--- src/rtl/cond_exec_unit.sv ---
// cond_exec_unit: conditional-execution unit for the execute stage.
// It holds NUM_BANKS banked NZCV flag registers and evaluates the full 4-bit condition set
// against the selected bank. Every instruction is predicated, and a taken jump opens a
// FLUSH_CYCLES-long squash window.
//
// Ports:
//   clk        clock, all state updates on the rising edge
//   rst        synchronous reset, active-high
//   en         instruction valid this cycle
//   cond       4-bit condition code
//   is_jmp     instruction is a jump
//   flag_we    instruction writes flags
//   alu_nzcv   {N,Z,C,V} from the ALU
//   bank_sel   flag bank for evaluation, write and flags_o
//   exec_ok    registered: previous-cycle instruction executes
//   jmp_taken  registered: previous-cycle jump taken
//   flush      registered: squash window active
//   flags_o    combinational view of the selected bank, {N,Z,C,V}
module cond_exec_unit #(
  parameter int unsigned NUM_BANKS    = 2,
  parameter int unsigned FLUSH_CYCLES = 2,
  parameter int unsigned BANK_W       = (NUM_BANKS > 1) ? $clog2(NUM_BANKS) : 1
) (
  input  logic              clk,
  input  logic              rst,
  input  logic              en,
  input  logic [3:0]        cond,
  input  logic              is_jmp,
  input  logic              flag_we,
  input  logic [3:0]        alu_nzcv,
  input  logic [BANK_W-1:0] bank_sel,
  output logic              exec_ok,
  output logic              jmp_taken,
  output logic              flush,
  output logic [3:0]        flags_o
);

  localparam int unsigned CNT_W = (FLUSH_CYCLES > 0) ? $clog2(FLUSH_CYCLES + 1) : 1;

  logic [3:0]        banks_q [NUM_BANKS];
  logic [BANK_W-1:0] bank_idx;
  logic [3:0]        cur;
  logic              n, z, c, v;
  logic              cond_true;
  logic              squash, live, pass, load_flush;
  logic [CNT_W-1:0]  cnt_q, cnt_d;

  // Out-of-range selects alias to bank 0 for both read and write.
  assign bank_idx = (32'(bank_sel) < NUM_BANKS) ? bank_sel : '0;
  assign cur      = banks_q[bank_idx];
  assign flags_o  = cur;
  assign {n, z, c, v} = cur;

  always_comb begin
    cond_true = 1'b0;
    unique case (cond)
      4'h0: cond_true = z;
      4'h1: cond_true = ~z;
      4'h2: cond_true = c;
      4'h3: cond_true = ~c;
      4'h4: cond_true = n;
      4'h5: cond_true = ~n;
      4'h6: cond_true = v;
      4'h7: cond_true = ~v;
      4'h8: cond_true = c & ~z;
      4'h9: cond_true = ~c | z;
      4'hA: cond_true = (n == v);
      4'hB: cond_true = (n != v);
      4'hC: cond_true = ~z & (n == v);
      4'hD: cond_true = z | (n != v);
      4'hE: cond_true = 1'b1;
      4'hF: cond_true = 1'b0;
    endcase
  end

  // The squash window is driven by the counter itself, so it lines up exactly with flush.
  assign squash     = (cnt_q != '0);
  assign live       = en & ~squash;
  assign pass       = live & cond_true;
  assign load_flush = pass & is_jmp & (FLUSH_CYCLES != 0);

  always_comb begin
    cnt_d = cnt_q;
    if (load_flush) begin
      cnt_d = CNT_W'(FLUSH_CYCLES);
    end else if (cnt_q != '0) begin
      cnt_d = cnt_q - 1'b1;
    end
  end

  always_ff @(posedge clk) begin
    if (rst) begin
      exec_ok   <= 1'b0;
      jmp_taken <= 1'b0;
      flush     <= 1'b0;
      cnt_q     <= '0;
      for (int i = 0; i < NUM_BANKS; i++) begin
        banks_q[i] <= 4'b0000;
      end
    end else begin
      exec_ok   <= pass;
      jmp_taken <= pass & is_jmp;
      flush     <= (cnt_d != '0);
      cnt_q     <= cnt_d;
      for (int i = 0; i < NUM_BANKS; i++) begin
        if (pass && flag_we && (bank_idx == BANK_W'(i))) begin
          banks_q[i] <= alu_nzcv;
        end
      end
    end
  end

endmodule

--- config.mk ---
export PLATFORM = sky130hd
export DESIGN_NAME = cond_exec_unit
export DESIGN_NICKNAME = d
export VERILOG_FILES = /design/src/rtl/cond_exec_unit.sv
export SDC_FILE = /design/constraint.sdc
export NUM_CORES = 1
export LEC_CHECK = 0
export BUFFER_PORTS_ARGS = -buffer_cell sky130_fd_sc_hd__buf_2
export CORE_AREA = 4 4 50 52
export DETAILED_ROUTE_END_ITERATION = 7
export DIE_AREA = 0 0 54 56
export PLACE_DENSITY = 0.67
export SETUP_SLACK_MARGIN = 0.3
export SYNTH_ARGS = -nofsm -noshare
export SYNTH_HDL_FRONTEND = slang
export SYNTH_SLANG_ARGS = --single-unit
export TNS_END_PERCENT = 10
--- constraint.sdc ---
create_clock -name clk -period 3.35 [get_ports clk]
set_input_delay 0.335 -clock clk [delete_from_list [all_inputs] [get_ports clk]]
set_output_delay 0.335 -clock clk [all_outputs]
set_load 0.03 [all_outputs]
==> results of run 1 <==
[area by class of cell]
| type | count | area (um2) |
|---|---|---|
| clock buffers | 3 | 22.5 |
| clock inverters | 1 | 5.00 |
| fillers | 204 | 1070 |
| inverters | 4 | 15.0 |
| multi-input cells | 67 | 518 |
| flip-flops and latches | 13 | 340 |
| well taps | 28 | 35.0 |
| repair buffers | 20 | 100 |
[routing by layer]
metal / up-vias / share of wire, %
met4: 0 / 2.4
met2: 20 / 49
li1: 381 / -
met3: 5 / 5.8
met1: 343 / 42
met5: - / 0
[worst min path at each step]
| stage | from | end | slack [ps] | depth (start not counted) |
|---|---|---|---|---|
| after floorplan | cnt_q[0] | cnt_q[0] | 410 | 1 |
| after global placement | cnt_q[0] | cnt_q[0] | 420 | 1 |
| after detailed placement | cnt_q[0] | cnt_q[0] | 430 | 1 |
| after CTS | rst | exec_ok | 410 | 4 |
| after global routing | rst | exec_ok | 420 | 4 |
| final | rst | exec_ok | 400 | 4 |
[power by group through the flow]
stage          clock (W)  combinational [W]  sequential, W
6_report       0.0000939           0.000100       0.000185
5_1_grt         0.000106           0.000110       0.000186
4_1_cts        0.0000944           0.000101       0.000185
3_5_place_dp           0           0.000100       0.000189
3_3_place_gp           0          0.0000983       0.000189
2_1_floorplan          0          0.0000716       0.000192
[logic make-up after synthesis]
| family | Yosys count | synth area share [%] |
|---|---|---|
| AOI/OAI and AO/OA | 21 | 19.8 |
| xor gates and xnor gates | 3 | 2.91 |
| buffers and inverters | 8 | 4.85 |
| DFF | 13 | 37.7 |
| muxes | 8 | 11.5 |
| and+or+nand+nor | 35 | 23.2 |
[sequential cells by signal, summed over array words and instances, names as in the netlist]
register   cells
exec_ok        1
flush          1
cnt_q          2
banks_q        8
jmp_taken      1
[worst register-to-register path, delay by kind of cell (launching register included)]
kind	cells	cell delay [ps]
AOI/OAI and AO/OA	3	680
muxes	1	460
DFF	1	430
xor gates and xnor gates	1	220
[layout by cell type, fill, tap and decap left out, types with 2 or more instances in the layout]
cell type	instances
clkbuf_4	3
and3_1	2
nor2b_1	2
edfxtp_1	8
nor2_1	5
o311ai_1	2
mux2_2	2
dfxtp_1	5
and4_1	2
a21oi_1	5
inv_1	3
o21ai_0	2
mux2i_1	4
xor2_1	2
nand3_1	10
buf_2	20
nand2_1	4
[stage by stage]
step | setup slack, ps | power [W]
final | 1240 | 0.000380
after global routing | 1070 | 0.000402
after CTS | 1250 | 0.000381
after detailed placement | 1190 | 0.000290
after global placement | 1210 | 0.000287
after floorplan | 1470 | 0.000264
==> flow_summary.ini, run 1 <==
[finish]
layoutNonFillerInstCount = 136
stdcell_area_um2 = 1040
syn2layout_area_growth_pct = 14.8
n_antenna_cell = 0
utilization_pct = 49.2
nNetsFinal = 123
drive_gt1_share_pct = 34.3

[critical_path]
r2r_end = banks_q[1][1]
crit_type = reg2reg
r2r_start = banks_q[0][0]
worst_ep_required_time_ps = 3310
start_kind = register
endpoint_kind = register
crit_family = compound AO/OA/AOI/OAI gates
cp_num_buf_inv = 0
crit_start = banks_q[0][0]
worstSetupEndpoint = banks_q[1][1]
ff2ff_setup_slack_ps = 1240
arrival_ps = 2070
cp.depth = 5
critPathMaxFanout = 7
slowest_stage = mux2i_1
ff2ff_path_depth = 5
crit_chain = xor2_1, a22oi_2, mux2i_1, o31ai_4, o211ai_2
slowest_delay_ps = 460

[synth]
ys_top_cells_by_area = edfxtp_1 (27%), dfxtp_1 (11%), nand3_1 (5.5%), mux2i_1 (4.4%), mux4_1 (2.9%)
synthesis.nets = 102
ys_types = 45
synth_top_area_cell = edfxtp_1
syn_area_um2 = 902
syn_area_per_cell_um2 = 10.3
synth_edf_count = 8
yosysTopAreaCellShare_pct = 26.6
synth_ff_type = edfxtp_1
syn_inst = 88
synth.most_common_cell = nand3_1
async_reset_ff_share_pct = 0
yosys_warnings = 0
ys_ff_latch = 13
synth-seq-area-share_pct = 37.7
synth.cells.most_frequent = nand3_1 (10), edfxtp_1 (8), a21oi_1 (5), dfxtp_1 (5), nor2_1 (5)

[cts]
cts_buffer_depth = 2
clk_pin_slew_ps = 80
cts_hold_buf = 0
cts_root_buffer = clkbuf_4
cts_tree = done
clkLatencyLatePin_ps = 280
cts.repair.resized = 0
postCtsSetupBuffers = 0
cts_sinks = 13
numCtsBuffers = 3
htree_levels = 1

[pwr]
switchingPower_w = 0.000118
seqPwrFrac_pct = 48.8
internal_power_w = 0.000262
power_leakage_nw = 0.454
swShare_pct = 31.1
power_frac_comb_pct = 26.5
power_density_nw_per_um2 = 366
vdd_drop_max_mv = 0.209
pwr-share-clk_pct = 24.7

[route]
drc = 0
dr.pass1.iters = 4
drt_iter0_drc = 14
drt_wl_total_mm = 1.89
wl_per_cell_um = 13.9
antenna_left = 0
route.vias.total = 749
via_per_inst = 5.51

[sta]
slew_headroom_pct = 68.0
finalHoldViolCount = 0
holdWs_ps = 400
skew_ps = 4.46
final.period_utilization_pct = 62.9
setup_viol = 0
rsz0062_at_grt = no
slew_violations = 0
tightest_slew_ps = 467
timing.fmax_ghz = 0.475
fin_crit_ps = 2110
fin_tns_setup_ps = 0

[placement]
routabilityCongestion = 0.746
dp_hpwl_mm = 1.55
placed_area_um2 = 1010
port_buffers = 20
dp.cells = 132

[grt]
grt.busiest_layer = met2
grt_pass1_vias = 710
grt_max_degree = 16
grt_usage_pct = 13.9
grt_use_met3_pct = 1.61
grt.overflow.total = 0
grt_util_met1_pct = 17.5
antenna_found_initial = 0
grt_pass1_wl_mm = 3.11
met2_usage_pct = 22.3

[worst_hold_path]
hold_class = in2reg

[floorplan]
core_um2 = 2110
die-area_um2 = 3020
fp.dieH_um = 56
start_util_pct = 42.8
rows = 17
fp.dieW_um = 54
num_io_pins = 21

[run]
drv_cap = 0

[run_status]
outcome = finished, final reports clean
No activity file was read; power rests on OpenSTA's default activity.
==> inputs of run 2 (changes only) <==
--- a/config.mk
+++ b/config.mk
@@ -9,7 +9,7 @@
 export CORE_AREA = 4 4 50 52
 export DETAILED_ROUTE_END_ITERATION = 7
 export DIE_AREA = 0 0 54 56
-export PLACE_DENSITY = 0.67
+export PLACE_DENSITY = 0.69
 export SETUP_SLACK_MARGIN = 0.3
 export SYNTH_ARGS = -nofsm -noshare
 export SYNTH_HDL_FRONTEND = slang
==> constraint.sdc (replaced) <==
create_clock -name clk -period 1.7 [get_ports clk]
set_input_delay 0.17 -clock clk [delete_from_list [all_inputs] [get_ports clk]]
set_output_delay 0.17 -clock clk [all_outputs]
set_load 0.03 [all_outputs]
==> flow_summary.ini, run 2 (synthesis results as in run 1) <==
[run_status]
outcome = complete, but fails checks
violations = setup timing

[route]
route.vias.total = 839
dr.pass1.iters = 4
drt_iter0_drc = 13
drc = 0
via_per_inst = 5.31
wl_per_cell_um = 13.4
antenna_left = 0
drt_wl_total_mm = 2.12

[finish]
utilization_pct = 60.8
final_common_cell = buf_4
regMostFlops = banks_q
n_antenna_cell = 0
most-common-layout-cells = buf_4 (21), buf_2 (16), nand3_1 (9)
layoutNonFillerInstCount = 158
reg_top3 = banks_q (8), cnt_q (2)
nNetsFinal = 145
largest_reg_flops = 8
drive_gt1_share_pct = 50.0
syn2layout_area_growth_pct = 41.9

[cts]
cts_tree = done
clk_pin_slew_ps = 80
cts_root_buffer = clkbuf_4
cts_sinks = 13
cts_buffer_depth = 2
numCtsBuffers = 3
cts_hold_buf = 0
htree_levels = 1
clkLatencyLatePin_ps = 270

[sta]
skew_ps = 0.908
final.period_utilization_pct = 113
finalHoldViolCount = 0
rsz0062_at_grt = yes
fin_crit_ps = 1920
slew_violations = 0
tightest_slew_ps = 327
setup_ws_ps = -224
slew_headroom_pct = 77.8
timing.fmax_ghz = 0.520
setup_viol = 20

[grt]
grt_usage_pct = 15.6
grt_max_degree = 10
grt_pass1_vias = 839
grt.busiest_layer = met2
met2_usage_pct = 26.5
grt.overflow.total = 0
antenna_found_initial = 0
grt_pass1_wl_mm = 3.55
grt_util_met1_pct = 18.9
grt_use_met3_pct = 1.61

[floorplan]
die-area_um2 = 3020
rows = 17
start_util_pct = 42.8
num_io_pins = 21
fp.dieH_um = 56
fp.dieW_um = 54
core_um2 = 2110

[placement]
routabilityCongestion = 0.784
dp.cells = 153
dp_hpwl_mm = 1.69
port_buffers = 20

[worst_hold_path]
hold_class = in2reg
hold_start = rst

[pwr]
seqPwrFrac_pct = 44.3
internal_power_w = 0.000575
total_power_w = 0.000825
power_leakage_nw = 0.580
swShare_pct = 30.4
power_frac_comb_pct = 33.5
switchingPower_w = 0.000251
power_density_nw_per_um2 = 645
pwr-share-clk_pct = 22.2
vdd_drop_max_mv = 0.493

[run]
drv_cap = 0

[critical_path]
worst_ep_required_time_ps = 1660
r2r_start = banks_q[1][0]
critPathMaxFanout = 6
arrival_ps = 1890
crit_family = compound AO/OA/AOI/OAI gates
slowest_delay_ps = 450
start_kind = register
crit_chain = xor2_2, a22oi_2, mux2i_4, o31ai_4, o211ai_2
slowest_stage = edfxtp_1
cp_num_buf_inv = 0
crit_type = reg2reg
endpoint_kind = register
crit_start = banks_q[1][0]
[run 2: cell types whose count changed in the layout (fill, tap and decap cells not counted), sizes merged]
cell	previous run	this run
buf	20	42
[run 2: area by class of cell]
| type | instances | area, um2 |
|---|---|---|
| sequential | 13 | 340 |
| inverter | 4 | 15.0 |
| timing repair buffer | 42 | 294 |
| fill | 179 | 826 |
| tap | 28 | 35.0 |
| clock inverter | 1 | 5.00 |
| clock buffer | 3 | 22.5 |
| multi-input combinational | 67 | 568 |
[run 2: stage by stage]
stage | cell area [um2] | hold slack, ps | setup slack, ps | setup TNS, ps
final | 1280 | 260 | -224 | -3650
after floorplan | 906 | 376 | -144 | -1750
after detailed placement | 1170 | 504 | -288 | -4070
after global routing | 1280 | 277 | -339 | -5950
after global placement | 1170 | 488 | -204 | -3200
after CTS | 1240 | 253 | -238 | -3820
[run 2: repair_timing]
action,in CTS,in global routing
setup endpoints to repair,23,24
buffers inserted,0,1
resized for setup,11,7
cloned,0,0
pin swaps,2,1
[run 2: final timing paths]
path	endpoint	slack [ps]	cells past startpoint
max	banks_q[1][1]	-220	5
min	exec_ok	260	4
max reg2reg	banks_q[1][1]	-220	5
min reg2reg	cnt_q[0]	510	2
[run 2: metal layers]
metal	up-vias	routed length [um]
li1	427	-
met2	21	1060
met1	387	917
met3	4	111
met4	0	34
met5	-	0
[run 2: worst min-delay path, cell delays in order]
cell and delay [ps]:
buf_2 90, inv_1 100, nand2_1 100, a21oi_2 30
[run 2: power by group through the flow]
stage	Combinational, W	Clock (W)	Sequential, W
2_1_floorplan	0.000143	0	0.000378
3_3_place_gp	0.000243	0	0.000370
3_5_place_dp	0.000248	0	0.000371
4_1_cts	0.000265	0.000186	0.000366
5_1_grt	0.000301	0.000193	0.000368
6_report	0.000277	0.000184	0.000365
